### config.mk
export PLATFORM = sky130hd
export DESIGN_NAME = dff_pipe
export DESIGN_NICKNAME = d
export VERILOG_FILES = /design/src/rtl/dff_pkg.sv /design/src/rtl/dff_stage.sv /design/src/rtl/dff_pipe.sv
export SDC_FILE = /design/constraint.sdc
export NUM_CORES = 1
export LEC_CHECK = 0
export CELL_PAD_IN_SITES_DETAIL_PLACEMENT = 0
export CELL_PAD_IN_SITES_GLOBAL_PLACEMENT = 1
export CORE_MARGIN = 4
export CORE_UTILIZATION = 44
export DETAILED_ROUTE_END_ITERATION = 12
export PLACE_DENSITY_LB_ADDON = 0.1
export SLEW_MARGIN = 5
export SYNTH_ARGS = -nofsm -noshare
export SYNTH_HDL_FRONTEND = slang
export SYNTH_HIERARCHICAL = 1
export SYNTH_SLANG_ARGS = --single-unit
### constraint.sdc
create_clock -name clk -period 4.3 [get_ports clk]
set_clock_uncertainty 0.1 [all_clocks]
set_input_delay 0.43 -clock clk [delete_from_list [all_inputs] [get_ports clk]]
set_output_delay 0.43 -clock clk [all_outputs]
set_load 0.05 [all_outputs]
### src/rtl/dff_pkg.sv
// Shared constants and sizing helpers for the register-pipeline family.
package dff_pkg;

  localparam int DEFAULT_WIDTH = 8;
  localparam int DEFAULT_DEPTH = 4;

  // Ceiling log2, used to size occupancy counters (clog2(1) = 0).
  function automatic int clog2(input int value);
    int result;
    int rem;
    result = 0;
    rem    = value - 1;
    while (rem > 0) begin
      result = result + 1;
      rem    = rem >> 1;
    end
    return result;
  endfunction

endpackage

### src/rtl/dff_stage.sv
// One pipeline stage: data register plus valid bit with reset > flush > enable priority.
module dff_stage
  import dff_pkg::*;
#(
  parameter int               WIDTH   = DEFAULT_WIDTH,
  parameter logic [WIDTH-1:0] RST_VAL = '0
) (
  input  logic             clk,
  input  logic             rst,
  input  logic             en,
  input  logic             clr,
  input  logic [WIDTH-1:0] d,
  input  logic             d_valid,
  output logic [WIDTH-1:0] q,
  output logic             q_valid
);

  // A flush drops the valid bit only; the data keeps its value until the next shift.
  always_ff @(posedge clk) begin
    if (!rst) begin
      q       <= RST_VAL;
      q_valid <= 1'b0;
    end else if (clr) begin
      q_valid <= 1'b0;
    end else if (en) begin
      q       <= d;
      q_valid <= d_valid;
    end
  end

endmodule

### src/rtl/dff_pipe.sv
// DEPTH-stage data+valid delay line with stall, flush and a registered occupancy count.
module dff_pipe
  import dff_pkg::*;
#(
  parameter int WIDTH   = DEFAULT_WIDTH,
  parameter int DEPTH   = DEFAULT_DEPTH,
  parameter int RST_VAL = 0
) (
  input  logic                         clk,
  input  logic                         rst,
  input  logic                         en,
  input  logic                         clr,
  input  logic [WIDTH-1:0]             d,
  input  logic                         d_valid,
  output logic [WIDTH-1:0]             q,
  output logic                         q_valid,
  output logic [clog2(DEPTH+1)-1:0]    cnt
);

  localparam int               CW       = clog2(DEPTH + 1);
  localparam logic [WIDTH-1:0] RST_DATA = WIDTH'(RST_VAL);

  logic [WIDTH-1:0] s [DEPTH];
  logic             v [DEPTH];

  for (genvar i = 0; i < DEPTH; i++) begin : g_stage
    if (i == 0) begin : g_head
      dff_stage #(.WIDTH(WIDTH), .RST_VAL(RST_DATA)) u_stage (
        .clk     (clk),
        .rst     (rst),
        .en      (en),
        .clr     (clr),
        .d       (d),
        .d_valid (d_valid),
        .q       (s[i]),
        .q_valid (v[i])
      );
    end else begin : g_body
      dff_stage #(.WIDTH(WIDTH), .RST_VAL(RST_DATA)) u_stage (
        .clk     (clk),
        .rst     (rst),
        .en      (en),
        .clr     (clr),
        .d       (s[i-1]),
        .d_valid (v[i-1]),
        .q       (s[i]),
        .q_valid (v[i])
      );
    end
  end

  // Tracks popcount(v) incrementally: one in at the head, one out at the tail.
  always_ff @(posedge clk) begin
    if (!rst) begin
      cnt <= '0;
    end else if (clr) begin
      cnt <= '0;
    end else if (en) begin
      cnt <= cnt + CW'(d_valid) - CW'(v[DEPTH-1]);
    end
  end

  assign q       = s[DEPTH-1];
  assign q_valid = v[DEPTH-1];

endmodule

* Yosys cells after proc, flatten, opt, wreduce, memory -nomap -nowiden
Cells that the tools add are included.
** Word-level totals
- Flip-flop bits (word level) :: 39
- Input bits :: 13
- Output and inout bits :: 12
- Word-level logic and storage cells :: 15
** Cells by class
- $add $sub $neg :: 2
- Bitwise logic cells :: 2
- Reduce and logical (&&, ||, !) cells :: 2
** Operator list (number)
- adder 3 x 1 -> 3 bit :: 1
- subtractor 3 x 1 -> 3 bit :: 1
- NOT 1 bit :: 2
- AND reduction 2 bit :: 1
- OR reduction 2 bit :: 1

* Depth between registers and ports, before layout
- Depth in word-level cells :: 2
- Mapped depth :: 9

* Cells and area by module
The synthesis kept the hierarchy.
** Modules (own cells, without submodules)
- dff_stage :: times used 4, cells each 39, area an instance 381.6 um^2, sequential area each 180.2 um^2
- dff_pipe :: times used 1, cells each 19, area an instance 180.2 um^2, sequential area each 60.1 um^2

* Worst setup path after synthesis
OpenSTA, ideal clock, no wires.
- Kind :: reg2reg
- Start point :: reg cnt[0]
- End point :: reg cnt[2]
- Arrival :: 2.067 ns
- Path slack :: 2.075 ns
- Stages on the path, launching flop included :: 10
- Path buffers :: 0
- Clock period less this slack :: 2.225 ns
- Cell sequence :: dfxtp_1 > inv_1 > ha_1 > inv_1 > ha_1 > inv_1 > fa_1 > xor2_1 > a211oi_1 > a31o_1
** Between the ends
- Cells in the longest elaborated chain, start to end :: 2
** RTL lines
- start, declared :: line dff_pipe.sv:17 : output logic [clog2(DEPTH+1)-1:0] cnt
- start signal, assigned :: line dff_pipe.sv:59 : cnt <= cnt + CW'(d_valid) - CW'(v[DEPTH-1]);
- adder 3 x 1 -> 3 bit :: line dff_pipe.sv:59
- subtractor 3 x 1 -> 3 bit :: line dff_pipe.sv:59
Every way passes these cells.
A chain may end at the register's enable or synchronous reset.

* Worst setup path after layout
- Start point :: reg cnt[1]
- End point :: out cnt[1]
No word-level cell between the ends.

==> summary.txt <==
Synth
  • Cell count after synthesis: 175
  • Synth area leader: dfxtp_1
  • Seq cells post-synth: 39
  • Mean post-synth cell area: 9.75 µm²
  • Mapped Area: 0.00171 mm²
  • Synth top area share: 0.457
  • Top post-synthesis cells by area: dfxtp_1 (46%), mux2i_1 (22%), nand2_1 (14%)
  • Netlist cell types: 15
  • Post-synthesis sequential area ratio: 0.457
  • Syn nets: 191
  • Synth Warn #: 6

Drt
  • Residual DRC: 0
  • Iteration-0 DRC Markers: 33
  • Vias: 1,161
  • First-pass DRT Iterations: 4
  • Post-Route WL: 2.87 mm
  • Post-detailed-route wirelength per cell: 11.8 µm
  • Vias per cell: 4.80
  • Final ANT Viol Nets: 0

Place
  • DP Area: 0.00188 mm²
  • Dpl ws: 2.10 ns
  • Post-Place Cells: 235
  • PortBufs: 24
  • GP Congestion: 0.650
  • Placed wire-length estimate: 2.00 mm

Worst setup path
  • Maximum fanout along the worst path: 4
  • Worst path top cell family by delay: buffers and inverters
  • Worst EP required: 3.77 ns
  • Worst R2R End: cnt[2]
  • Crit-path cells: clkdlybuf4s50_1
  • Worst setup EP type: output pin
  • Worst reg2reg path startpoint: cnt[0]
  • Crit path buf inv count: 1
  • CP peak stage delay: 0.84 ns
  • Worst EP arrival: 1.56 ns
  • R2r worst-path depth: 9
  • CP Class: reg2out
  • Worst-path cell with the longest stage delay: clkdlybuf4s50_1
  • R2R setup slack: 2.36 ns
  • CP startpoint kind: flop

CTS
  • Post-CTS Resized: 0
  • Clock sink total: 39
  • Worst-path clk slew: 0.07 ns
  • CTS buffer count: 5
  • TritonCTS clock tree: built
  • CTS H-tree depth: 2
  • CTS Buffer Depth: 2
  • Worst-Skew Late Latency: 0.29 ns
  • Root Buffer Master: clkbuf_8
  • Post-CTS Hold Fix Bufs: 0
  • # Post-CTS Setup Buffers: 0

Timing
  • Final hold vios: 0
  • Max-Slew Margin vs Limit: 0.289
  • Post-route setup TNS: 0 ns
  • Slew @ Worst Pin: 1.07 ns
  • Final period util: 0.486
  • Max frequency: 479 MHz
  • RSZ-0062 raised after global routing: no
  • Crit path time final: 2.09 ns
  • Max Slew Vio Count: 0
  • Final setup fails: 0
  • Final WS setup: 2.21 ns

Global route
  • Vias in the first global route: 1,236
  • First-pass GRT wire length: 4.95 mm
  • Global route overflow: 0
  • Largest net degree at the start of global routing: 70
  • Tot GR Track Use: 0.125
  • Antenna violations before repair: 0

Finish
  • Share of cells above drive strength 1: 0.0619
  • Post-route insts no fill: 242
  • Layout net count: 210
  • Fill count: 368
  • Area growth syn-to-layout: 15.4%
  • Register area: 781 µm²
  • Antenna diode count: 0
  • Fin area: 0.00197 mm²
  • Area taken by multi-input logic gates: 791 µm²

Floorplan
  • Io pins: 25
  • Die Y: 70.3 µm
  • Starting density of the core: 0.459
  • Site row count: 22
  • Die ar.: 0.00494 mm²
  • Chip width: 70.3 µm
  • Core Box Area: 0.00372 mm²

Power
  • LEAKAGE: 0.738 nW
  • Tot Pwr: 677 µW
  • VDD IR max: 0.177 mV
  • Pwr Density: 344 mW/mm²

Min path
  • Worst hold endpoint: g_stage[1].g_body.u_stage/q[5]
  • Worst Hold Path Cells: 2
  • Hold path start: g_stage[0].g_head.u_stage/q[5]
  • Worst hold path type: reg2reg

Run status
  • Outcome: completed

Flow run
  • Max-cap violations: 0
Yosys cell counts (all sizes together):
cell type,instances
buf,12
inv,4
nor3b,4
nand2,64
dfxtp,39
xor2,1
a211oi,2
nor2,3
nand2b,1
nor2b,4
a31o,1
mux2i,37
fa,1
ha,2
state kept, by name (all words and copies together), names as in the netlist:
signal,cells
cnt,3
g_stage.g_body.u_stage/q,24
g_stage.g_body.u_stage/q_valid,3
g_stage.g_head.u_stage/q,8
g_stage.g_head.u_stage/q_valid,1
per-layer routing:
metal / global-route usage / vias to the layer above / wire length [µm]
li1: - / 596 / -
met1: 0.124 / 545 / 1240
met2: 0.223 / 15 / 1450
met3: 0.0489 / 5 / 110
met4: 0.0638 / 0 / 61
met5: 0 / - / 0
worst max path at each step:
| stage | start | end | slack [ns] | cells after the start |
|---|---|---|---|---|
| 6_report | cnt[1] | cnt[1] | 2.21 | 1 |
| 5_1_grt | cnt[1] | cnt[1] | 2.17 | 1 |
| 4_1_cts | cnt[1] | cnt[1] | 2.19 | 1 |
| 3_5_place_dp | d_valid | cnt[2] | 2.10 | 7 |
| 3_3_place_gp | d_valid | cnt[2] | 2.15 | 7 |
| 2_1_floorplan | cnt[0] | cnt[2] | 2.07 | 9 |
logic make-up after synthesis:
| kind of cell | share of synthesized area |
|---|---|
| buffers and inverters | 0.0792 |
| and+or+nand+nor | 0.201 |
| AOI/OAI and AO/OA | 0.0139 |
| DFF | 0.457 |
| muxes | 0.217 |
| xor gates and xnor gates | 0.00513 |
| adders and majority gates | 0.0264 |
layout make-up:
| cell class | instances | area share |
|---|---|---|
| Timing Repair Buffer | 24 | 0.119 |
| Multi-Input combinational cell | 120 | 0.402 |
| Inverter | 4 | 0.00762 |
| Clock inverter | 1 | 0.00254 |
| Tap cell | 48 | 0.0305 |
| Clock buffer | 6 | 0.0419 |
| Sequential cell | 39 | 0.396 |
power breakdown:
group | switching [mW] | internal [mW]
sequential | 0.00392 | 0.368
combinational | 0.0317 | 0.0271
clock | 0.120 | 0.126
placed cells by master (no fill, tap or decap):
master,instances
nand2b_1,1
inv_1,4
ha_1,2
nor2b_4,4
a211oi_1,2
fa_1,1
a31o_1,1
mux2i_1,37
clkbuf_8,6
nand2_1,64
buf_2,1
nor3b_1,4
dfxtp_1,39
nor2_1,3
clkdlybuf4s50_1,23
xor2_1,1
clkinv_2,1
worst reg2reg max path: cells and delay by family, from the launching register on:
family | cells | cell delay [ns]
AO/OA/AOI/OAI | 2 | 0.31
XOR/XNOR | 1 | 0.18
buffers and inverters | 3 | 0.15
flip-flops | 1 | 0.35
adder cells (fa/ha/maj) | 3 | 0.74
through the flow:
step / hold WS, ns / util
global route: 0.386 / 0.530
global placement: 0.346 / 0.506
CTS: 0.362 / 0.530
finish: 0.361 / 0.530
floorplan: 0.335 / -
detailed placement: 0.352 / 0.506
(Power assumes the default switching activity.)
